## config.mk

```make
export PLATFORM = sky130hd
export DESIGN_NAME = run_sequencer
export DESIGN_NICKNAME = d
export VERILOG_FILES = /design/src/rtl/run_sequencer.sv
export SDC_FILE = /design/constraint.sdc
export NUM_CORES = 1
export LEC_CHECK = 0
export CAP_MARGIN = 20
export CELL_PAD_IN_SITES_DETAIL_PLACEMENT = 1
export CELL_PAD_IN_SITES_GLOBAL_PLACEMENT = 1
export CORE_MARGIN = 4
export CORE_UTILIZATION = 48
export CTS_CLUSTER_SIZE = 8
export DETAILED_ROUTE_END_ITERATION = 8
export DONT_BUFFER_PORTS = 1
export MAX_ROUTING_LAYER = met4
export PLACE_DENSITY_LB_ADDON = 0.3
export SYNTH_ARGS = -nofsm -noshare
export SYNTH_HDL_FRONTEND = slang
export SYNTH_SLANG_ARGS = --single-unit
```

## constraint.sdc

```tcl
create_clock -name clk -period 3.7 [get_ports clk]
set_input_delay 1.11 -clock clk [delete_from_list [all_inputs] [get_ports clk]]
set_output_delay 1.11 -clock clk [all_outputs]
set_load 0.01 [all_outputs]
```

## src/rtl/run_sequencer.sv

```systemverilog
// Run controller for the 9-bit core: start/ack handshake, issue gating, cycle watchdog.
// Optional RUN_STATS_EN adds nop_in and a retired-instruction counter.
module run_sequencer #(
    parameter int unsigned TIMEOUT_CYCLES = 4096,
    parameter int unsigned CNT_W          = 16
) (
    input  logic             clk,
    input  logic             reset,
    input  logic             start,
    input  logic             done_in,
`ifdef RUN_STATS_EN
    input  logic             nop_in,
`endif
    output logic             run_en,
    output logic             pc_hold,
    output logic             ack,
    output logic             timed_out,
    output logic             busy,
    output logic [CNT_W-1:0] cycle_count,
    output logic [CNT_W-1:0] retired_count
);

    typedef enum logic [2:0] {
        IDLE,
        ARMED,
        RUN,
        DONE,
        TIMEOUT
    } state_t;

    localparam logic [CNT_W-1:0] LAST_CYCLE = CNT_W'(TIMEOUT_CYCLES - 1);

    state_t state;
    state_t next_state;

    always_ff @(posedge clk or posedge reset) begin
        if (reset) begin
            state <= IDLE;
        end else begin
            state <= next_state;
        end
    end

    always_comb begin
        next_state = state;
        case (state)
            IDLE: begin
                if (start) next_state = ARMED;
            end
            ARMED: begin
                if (!start) next_state = RUN;
            end
            RUN: begin
                if (done_in)                         next_state = DONE;
                else if (cycle_count == LAST_CYCLE)  next_state = TIMEOUT;
                else if (start)                      next_state = ARMED;
            end
            DONE, TIMEOUT: begin
                if (start) next_state = ARMED;
            end
            default: next_state = IDLE;
        endcase
    end

    always_comb begin
        run_en    = (state == RUN);
        pc_hold   = (state != RUN);
        ack       = (state == DONE) || (state == TIMEOUT);
        timed_out = (state == TIMEOUT);
        busy      = (state == ARMED) || (state == RUN);
    end

    // Counter advances only while staying in RUN, so it freezes on the final RUN cycle's value.
    always_ff @(posedge clk or posedge reset) begin
        if (reset) begin
            cycle_count <= '0;
        end else if (next_state == ARMED) begin
            cycle_count <= '0;
        end else if ((state == RUN) && (next_state == RUN)) begin
            cycle_count <= cycle_count + CNT_W'(1);
        end
    end

`ifdef RUN_STATS_EN
    // Every non-NOP RUN cycle retires, including the one carrying the done instruction.
    always_ff @(posedge clk or posedge reset) begin
        if (reset) begin
            retired_count <= '0;
        end else if (next_state == ARMED) begin
            retired_count <= '0;
        end else if ((state == RUN) && !nop_in) begin
            retired_count <= retired_count + CNT_W'(1);
        end
    end
`else
    assign retired_count = '0;
`endif

endmodule
```

==> run metrics, run 1 <==
R2R depth 6; mapped cell area 0.00132 mm^2; area share of fa/ha/maj cells after synthesis 0.00945; commonest non-fill, non-tap cell in the layout sky130_fd_sc_hd__dfrtp_1; top_reg_cell synth sky130_fd_sc_hd__dfrtp_1; detailed-route DRC error count 0; setup total negative slack 0 ns; final design area excluding fillers between 0.001 and 0.0015 mm^2; Final Wtd Congestion 0.774; power density over the cells about 280 mW/mm^2; number of storage elements in the synthesis netlist 19; post-detailed-placement half-perimeter wirelength roughly 2.5 mm; Congestion Overflow GR 0; number of clock sinks 19; Min-Delay Path Class reg -> reg; die outline height slightly above 60 um; share of the synthesized netlist area taken by xor and xnor gates 0; Clk Latency, worst-skew pair slightly above 0.3 ns; maximum number of pins on one net before global-route repair 20; fraction of the core area covered by cells at the end of the flow 0.506; signed area change from the synthesized netlist to the final layout -2.65%; overall via count from detail_route roughly 1200; post-placement cell count about 180; Core ar. between 0.002 and 0.003 mm^2; Die Outline Area 0.00366 mm^2; type of the setup path with the least slack reg -> out; Synth Area in Compound Gates 0.198; Power, Total 0.367 mW; portion of the post-synthesis area used by sequential elements 0.359; fraction of final layout cells sized beyond drive strength 1 0.0530; vias per inst around 6.5; Worst Setup End Kind output pin; clock tree from TritonCTS done; GRT Util Overall 0.208; CTS clock-pin slew for the worst setup and hold paths around 0.11 ns; run status finished clean; DRT iter0 DRCs between 70 and 80; multiplexer share of the synthesized area 0.0151; number of cells produced by synthesis between 150 and 200; worst clock skew 0.00605 ns; CP Launch Type flop; total placed instance area about 0.0013 mm^2; number of antenna violations at the first check in global routing 0; final critical delay including setup and external delays between 2 and 3 ns; ANT cells 0; biggest fanout along the worst timing path 11; Slew headroom 0.373; Std-Cell Rows 18; number of distinct library cells after synthesis 46; number of nets in the finished design roughly 160; LEAKAGE 0.488 nW; max-cap violation count 0; Slew Viols, Final 0; master cell of the clock root buffer sky130_fd_sc_hd__clkbuf_4; Port Buffer Count 0; main combinational cell family by area after synthesis simple AND/OR/NAND/NOR gates; number of synthesized flops with an enable pin 0; via count of the first global-routing pass roughly 1200; H-tree level count 1; number of routed nets with antenna violations 0; Initial Util 0.520; wire length of the first global-routing pass 5.54 mm; RSZ-0062 raised after global routing false; simple-gate share of the synthesized area 0.273; top-level I/O count a little over 40; Detailed Routing Iterations Pass 1 4; worst voltage drop across the vdd grid between 200 and 250 uV; die width slightly above 60 um; yosys warns 0; final cycle utilization of the critical path 0.709; Peak Freq roughly 380 MHz; final-report hold violation count 0; Hold Path Depth 2; number of hold-repair buffers added at the cts stage 0; async set or reset register ratio after synthesis 1.00; data required time at the worst endpoint between 2 and 3 ns; Worst Tran Pin Value slightly above 0.9 ns; routed wire length per instance approximately 19 um; post-cts resize count 0; final routed wirelength across all metal layers around 3.4 mm; top library cells by usage in the layout, fill and taps aside sky130_fd_sc_hd__dfrtp_1, sky130_fd_sc_hd__conb_1, sky130_fd_sc_hd__a21oi_1; buffer depth of the longest clock path 2; total setup violations reported at the end of the flow 0; average cell area after synthesis 8.49 um^2; final standard cell count with taps included and fillers excluded 181; Worst EP arrival roughly 1.5 ns; number of CTS-inserted buffers 3; setup bufs post-CTS 0
## Yosys cell counts (5+ instances only)
cell type / count / area [um^2]
sky130_fd_sc_hd__a21oi_1: 15 / 75.1
sky130_fd_sc_hd__inv_1: 7 / 26.3
sky130_fd_sc_hd__nand3_1: 5 / 25.0
sky130_fd_sc_hd__or3_1: 5 / 31.3
sky130_fd_sc_hd__nand2_1: 8 / 30.0
sky130_fd_sc_hd__buf_4: 16 / 120
sky130_fd_sc_hd__nor2_1: 7 / 26.3
sky130_fd_sc_hd__o21ai_0: 6 / 30.0
sky130_fd_sc_hd__clkbuf_1: 6 / 22.5
sky130_fd_sc_hd__o31ai_1: 6 / 45.0
sky130_fd_sc_hd__dfrtp_1: 19 / 475
sky130_fd_sc_hd__nand4_1: 8 / 50.1
sky130_fd_sc_hd__or4_1: 5 / 37.5
## cells by family (layout without fill, tap and decap cells)
| group | after synthesis | after routing |
|---|---|---|
| compound gates | 42 | 42 |
| simple gates | 59 | 59 |
| mux | 2 | 2 |
| buf+inv | 32 | 12 |
| other cells | 1 | 16 |
| flops | 19 | 19 |
| fa+ha+maj | 1 | 1 |
## area by class of cell
class,count,area (um^2)
Tap cell,30,37.5
Sequential cell,19,475
Fill cell,321,1260
Clock buffer,4,26.3
Multi-Input combinational cell,120,716
Timing Repair Buffer,1,7.51
Inverter,7,26.3
## state kept, by name, indices dropped and copies added, names as in the netlist
register,cells
state,3
cycle_count,16
## metrics by stage
step           hold slack, ns  setup slack (ns)
2_1_floorplan           0.563              1.12
3_3_place_gp            0.613              1.16
3_5_place_dp            0.619              1.01
4_1_cts                 0.640              1.07
5_1_grt                 0.657              1.01
6_report                0.646              1.08
## critical path, stage by stage (launching register included)
cell and delay [ns]:
sky130_fd_sc_hd__dfrtp_1 0.51, sky130_fd_sc_hd__nor3b_1 0.45, sky130_fd_sc_hd__o21bai_1 0.24
## routing by layer
metal  share of wire  global-route usage
met1            0.42               0.261
met2            0.51               0.347
met3           0.058              0.0340
met4           0.013              0.0557
met5               0                   -
## final timing paths
| path | start | endpoint | slack (ns) |
|---|---|---|---|
| setup / recovery | state[1] | ack | 1.08 |
| hold / removal | cycle_count[15] | cycle_count[15] | 0.65 |
| setup reg to reg | cycle_count[0] | cycle_count[1] | 1.37 |
| hold reg to reg | cycle_count[15] | cycle_count[15] | 0.65 |
| max in group asynchronous | reset | cycle_count[15] | 2.41 |
| min in group asynchronous | reset | state[1] | 0.81 |
## power by group
part | internal [mW] | switching, mW | total (mW)
clock network | 0.0422 | 0.0692 | 0.111
logic | 0.00894 | 0.0292 | 0.0381
registers | 0.210 | 0.00693 | 0.217
total | 0.261 | 0.105 | 0.367
Power figures use the tool's default switching activity.
==> run 2: changes to the inputs <==
Settings changed: CORE_UTILIZATION 48 to 41.
Clock period 3.7 ns to 2.2 ns, I/O delays scaled along.
==> run 2 against run 1 <==
Net effect: combinational power grew 130%; final cell count up 19%; routed wire length grew 11%; non-clock buffer count rose by 21; die area grew 15%; critical path depth rose by 2; register-to-register slack worse by 1.3 ns; sequential share of layout area is 4.8 points lower; total power is 72% higher; largest power group unchanged; clock power up 68%; first-iteration DRC count down 36%; clock skew fell by 0.0048 ns.
==> run metrics, run 2 (synthesis gave the netlist of run 1 again) <==
run status finished clean (unchanged); type of the setup path with the least slack reg -> out (unchanged); fraction of final layout cells sized beyond drive strength 1 0.186 (was 0.0530); Initial Util 0.430 (was 0.520); stage delay of the slowest cell on the critical path 0.40 ns (was 0.51 ns); master cell of the clock root buffer sky130_fd_sc_hd__clkbuf_4 (unchanged); number of hold-repair buffers added at the cts stage 0 (unchanged); Detailed Routing Iterations Pass 1 4 (unchanged); Port Buffer Count 0 (unchanged); overall via count from detail_route 1257 (was 1169); H-tree level count 1 (unchanged); critical path, cell by cell buf_4 -> nand2b_2 -> or2_4 -> inv_1 (was nor3b_1 -> o21bai_1); worst clock skew 0.00122 ns (was 0.00605 ns); number of CTS-inserted buffers 3 (unchanged); ANT cells 0 (unchanged); top library cells by usage in the layout, fill and taps aside sky130_fd_sc_hd__buf_4, sky130_fd_sc_hd__dfrtp_1, sky130_fd_sc_hd__conb_1 (was sky130_fd_sc_hd__dfrtp_1, sky130_fd_sc_hd__conb_1, sky130_fd_sc_hd__a21oi_1); Slew Viols, Final 0 (unchanged); number of nets in the finished design 178 (was 157); GR Layer Usage met2 0.318 (was 0.347); Clk Latency, worst-skew pair 0.30 ns (was 0.31 ns); final critical delay including setup and external delays roughly 2.1 ns; GR peak layer met2 (unchanged); die width 64.8 um (was 60.5 um); met3 global-route usage 0.0347 (was 0.0340); final-report hold violation count 0 (unchanged); LEAKAGE 0.600 nW (was 0.488 nW); Die Outline Area 0.00420 mm^2 (was 0.00366 mm^2); fraction of the core area covered by cells at the end of the flow 0.481 (was 0.506); number of routed nets with antenna violations 0 (unchanged); biggest registers after layout cycle_count (16), state (3) (unchanged); register containing the most flip-flops in the final layout cycle_count (unchanged); via count of the first global-routing pass 1252 (was 1191); cell with the largest stage delay on the worst path sky130_fd_sc_hd__dfrtp_1 (unchanged); signed area change from the synthesized netlist to the final layout 11.9% (was -2.65%); Peak Freq about 470 MHz; DRT iter0 DRCs 49 (was 76); max-cap violation count 0 (unchanged); final design area excluding fillers 0.00148 mm^2 (was 0.00129 mm^2); data required time at the worst endpoint 1.54 ns (was 2.59 ns); worst voltage drop across the vdd grid 180 uV (was 210 uV); wire length of the first global-routing pass 6.11 mm (was 5.54 mm); number of antenna violations at the first check in global routing 0 (unchanged); routed wire length per instance 17.2 um (was 18.5 um); final routed wirelength across all metal layers 3.72 mm (was 3.35 mm); setup bufs post-CTS 0 (unchanged); Slew headroom 0.501 (was 0.373); Worst Tran Pin Value 0.747 ns (was 0.934 ns); vias per inst 5.82 (was 6.46); RSZ-0062 raised after global routing false (unchanged); biggest fanout along the worst timing path 9 (was 11); power density over the cells 426 mW/mm^2 (was 284 mW/mm^2); buffer depth of the longest clock path 2 (unchanged); total setup violations reported at the end of the flow 0 (unchanged); total placed instance area 0.00144 mm^2 (was 0.00126 mm^2); commonest non-fill, non-tap cell in the layout sky130_fd_sc_hd__buf_4 (was sky130_fd_sc_hd__dfrtp_1); met1 usage 0.231 (was 0.261); CP Launch Type flop (unchanged); clock tree from TritonCTS done (unchanged); detailed-route DRC error count 0 (unchanged); post-cts resize count 0 (unchanged); Min-Delay Path Class in -> async (was reg -> reg); die outline height 64.8 um (was 60.5 um); Final Wtd Congestion 0.869 (was 0.774); Congestion Overflow GR 0 (unchanged); number of clock sinks 19 (unchanged); final cycle utilization of the critical path 0.967; Core ar. 0.00308 mm^2 (was 0.00254 mm^2); setup total negative slack 0 ns (unchanged); Std-Cell Rows 20 (was 18); Worst Setup End Kind output pin (unchanged); top-level I/O count 41 (unchanged); maximum number of pins on one net before global-route repair 20 (unchanged); GRT Util Overall 0.190 (was 0.208); max reg flops 16 (unchanged); Worst EP arrival 1.47 ns (was 1.51 ns); CTS clock-pin slew for the worst setup and hold paths 0.11 ns (about the same); post-detailed-placement half-perimeter wirelength 2.89 mm (was 2.51 mm)
run 2: cell count changes in the layout (fill, tap and decap cells not counted), sizes merged:
cell,before,now
buf,1,22
run 2: worst paths after layout:
check / startpoint / end / slack [ns] / cells past startpoint
worst max register to register: cycle_count[15] / cycle_count[9] / 0.09 / 4
worst min register to register: cycle_count[6] / cycle_count[6] / 0.62 / 2
worst max-delay path: state[0] / run_en / 0.07 / 4
max in group asynchronous: reset / state[0] / 1.38 / 1
min in group clk: start / state[1] / 0.46 / 1
worst min-delay path: reset / cycle_count[10] / 0.36 / 1
run 2: power breakdown:
group          internal (mW)  switching [mW]  total [mW]
Clock                 0.0708           0.115       0.186
Combinational         0.0262          0.0629      0.0891
Sequential             0.353         0.00274       0.356
Total                  0.451           0.181       0.631
run 2: metrics by stage:
stage	power, mW	cells	setup slack [ns]	hold slack (ns)
2_1_floorplan	0.447	171	0.0420	0.563
3_3_place_gp	0.444	212	0.0623	0.589
3_5_place_dp	0.449	212	0.0184	0.608
4_1_cts	0.633	216	0.0241	0.379
5_1_grt	0.660	216	0.0126	0.417
6_report	0.631	216	0.0736	0.357
run 2: area by class of cell:
type | instances | area, um^2
Inverter | 7 | 26.3
Clock buffer | 4 | 26.3
Fill cell | 394 | 1600
Timing Repair Buffer | 22 | 165
Tap cell | 44 | 55.1
Sequential cell | 19 | 475
Multi-Input combinational cell | 120 | 733
run 2: routing by layer:
metal / vias to the layer above / routed length (um)
li1: 588 / -
met1: 624 / 1500
met2: 39 / 1880
met3: 6 / 282
met4: 0 / 65
met5: - / 0
run 2: critical path: cells and delay by family, from the launching register on:
family | cells | cell delay, ns
buffers and inverters | 2 | 0.27
DFF | 1 | 0.40
and+or+nand+nor | 2 | 0.49
==> run 3: changes to the inputs <==
Settings changed: CORE_UTILIZATION 41 to 43, CTS_BUF_LIST set to sky130_fd_sc_hd__clkbuf_2 sky130_fd_sc_hd__clkbuf_4 sky130_fd_sc_hd__clkbuf_8.
==> run 3 against run 2 <==
Net effect: count of clock-buffer cells in the layout stayed put; total power is 2.1% higher; critical path type is now reg -> reg; worst hold slack worse by 0.022 ns; design area is 0.42% lower; clock skew is 0.0098 ns higher; sequential cell count stayed put; fmax hardly changed.
==> run metrics, run 3 (synthesis gave the netlist of run 1 again) <==
number of clock sinks 19 (unchanged); Min-Delay Path Class in -> async (unchanged); biggest registers after layout cycle_count (16), state (3) (unchanged); sequential cell area 475 um^2 (unchanged); fraction of final layout cells sized beyond drive strength 1 0.201 (was 0.186); Register-to-Register Setup Slack 0.07 ns (was 0.09 ns); Worst Tran Pin Value 0.729 ns (was 0.747 ns); total placed instance area 0.00144 mm^2 (about the same); number of nets in the finished design 180 (was 178); via count of the first global-routing pass 1333 (was 1252); final critical delay including setup and external delays 2.13 ns (about the same); area used by multi-input combinational logic 724 um^2 (was 733 um^2); wire length of the first global-routing pass 6.30 mm (was 6.11 mm); worst voltage drop across the vdd grid 273 uV (was 180 uV); Power, Total 0.645 mW (was 0.631 mW); number of CTS-inserted buffers 3 (unchanged); LEAKAGE 0.610 nW (was 0.600 nW); maximum number of pins on one net before global-route repair 20 (unchanged); number of routed nets with antenna violations 0 (unchanged); Worst Setup End Kind flop (was output pin); master cell of the clock root buffer sky130_fd_sc_hd__clkbuf_4 (unchanged); post-detailed-placement half-perimeter wirelength 2.89 mm (about the same); vias per inst 6.17 (was 5.82); Port Buffer Count 0 (unchanged); commonest non-fill, non-tap cell in the layout sky130_fd_sc_hd__buf_4 (unchanged); Clk Latency, worst-skew pair 0.32 ns (was 0.30 ns); Initial Util 0.464 (was 0.430); DRT iter0 DRCs 59 (was 49); detailed-route DRC error count 0 (unchanged); total setup violations reported at the end of the flow 0 (unchanged); signed area change from the synthesized netlist to the final layout 11.4% (was 11.9%); max-cap violation count 0 (unchanged); number of antenna violations at the first check in global routing 0 (unchanged); routed wire length per instance 18.7 um (was 17.2 um); final cycle utilization of the critical path 0.966 (was 0.967); setup total negative slack 0 ns (unchanged); overall via count from detail_route 1264 (was 1257); Die Outline Area 0.00403 mm^2 (was 0.00420 mm^2); biggest fanout along the worst timing path 4 (was 9); Slew Viols, Final 0 (unchanged); Worst EP arrival 2.35 ns (was 1.47 ns); R2R depth 6 (was 4); buffer depth of the longest clock path 2 (unchanged); data required time at the worst endpoint 2.42 ns (was 1.54 ns); register containing the most flip-flops in the final layout cycle_count (unchanged); top-level I/O count 41 (unchanged); Core ar. 0.00285 mm^2 (was 0.00308 mm^2); RSZ-0062 raised after global routing false (unchanged); CP Launch Type flop (unchanged); Detailed Routing Iterations Pass 1 4 (unchanged); final design area excluding fillers 0.00148 mm^2 (about the same); Peak Freq 471 MHz (was 470 MHz); Final Wtd Congestion 0.800 (was 0.869); count of fill cells added during filler insertion 358 (was 394); clock tree from TritonCTS done (unchanged); die width 63.5 um (was 64.8 um); run status finished clean (unchanged); power density over the cells 437 mW/mm^2 (was 426 mW/mm^2); Congestion Overflow GR 0 (unchanged); Slew headroom 0.513 (was 0.501); worst clock skew 0.0110 ns (was 0.00122 ns); H-tree level count 1 (unchanged); max reg flops 16 (unchanged); GRT Util Overall 0.201 (was 0.190); top library cells by usage in the layout, fill and taps aside sky130_fd_sc_hd__buf_4, sky130_fd_sc_hd__dfrtp_1, sky130_fd_sc_hd__conb_1 (unchanged); final routed wirelength across all metal layers 3.83 mm (was 3.72 mm); CTS clock-pin slew for the worst setup and hold paths 0.12 ns (was 0.11 ns); final-report hold violation count 0 (unchanged); type of the setup path with the least slack reg -> reg (was reg -> out); ANT cells 0 (unchanged); die outline height 63.5 um (was 64.8 um); Std-Cell Rows 19 (was 20)
## run 3: cell count changes in the layout (fill, tap and decap cells not counted)
cell                       delta
sky130_fd_sc_hd__nor4_4       -1
sky130_fd_sc_hd__nor4_2       +1
sky130_fd_sc_hd__buf_4        +2
sky130_fd_sc_hd__clkbuf_4     +1
sky130_fd_sc_hd__clkbuf_1     -1
## run 3: cell type report
class,instances,share of cell area
well taps,31,0.0263
flip-flops and latches,19,0.322
clock buffers,4,0.0204
repair buffers,24,0.122
inverters,7,0.0178
multi-input cells,120,0.491
## run 3: metrics by stage
stage / setup WS [ns] / utilization / cells / hold slack [ns]
after CTS: 0.0356 / 0.514 / 205 / 0.388
after global placement: 0.103 / 0.504 / 201 / 0.592
after detailed placement: 0.0613 / 0.504 / 201 / 0.618
after floorplan: 0.0420 / - / 171 / 0.563
after global routing: 0.000429 / 0.517 / 205 / 0.423
final: 0.0748 / 0.517 / 205 / 0.335
## run 3: layer usage
metal,part of all wire,global-route usage
met3,0.068,0.0515
met1,0.41,0.231
met2,0.51,0.348
met4,0.014,0.0485
met5,0,-
## run 3: worst paths after layout
check                                      from              to
worst max register to register  cycle_count[15]  cycle_count[7]
min in group clk                          start        state[1]
worst min-delay path                      reset        state[1]
worst min register to register   cycle_count[0]  cycle_count[0]
worst max-delay path            cycle_count[15]  cycle_count[7]
max in group asynchronous                 reset        state[0]
## run 3: power by group
part | switching (mW) | total, mW | internal [mW]
Combinational | 0.0622 | 0.0890 | 0.0267
Clock | 0.116 | 0.199 | 0.0833
Sequential | 0.00291 | 0.356 | 0.353
## run 3: timing repair
| action | 4_1_cts | 5_1_grt |
|---|---|---|
| endpoints found under the setup margin | 0 | 11 |
| setup buffers | 0 | 0 |
| gates resized for setup | 0 | 3 |
| hold buffers | 0 | 0 |
## run 3: critical path, stage by stage (launching register included)
cell	delay (ns)
sky130_fd_sc_hd__dfrtp_1	0.41
sky130_fd_sc_hd__or4_4	0.57
sky130_fd_sc_hd__nor4_2	0.44
sky130_fd_sc_hd__buf_4	0.21
sky130_fd_sc_hd__o41ai_1	0.07
sky130_fd_sc_hd__buf_4	0.16
sky130_fd_sc_hd__o221ai_1	0.18
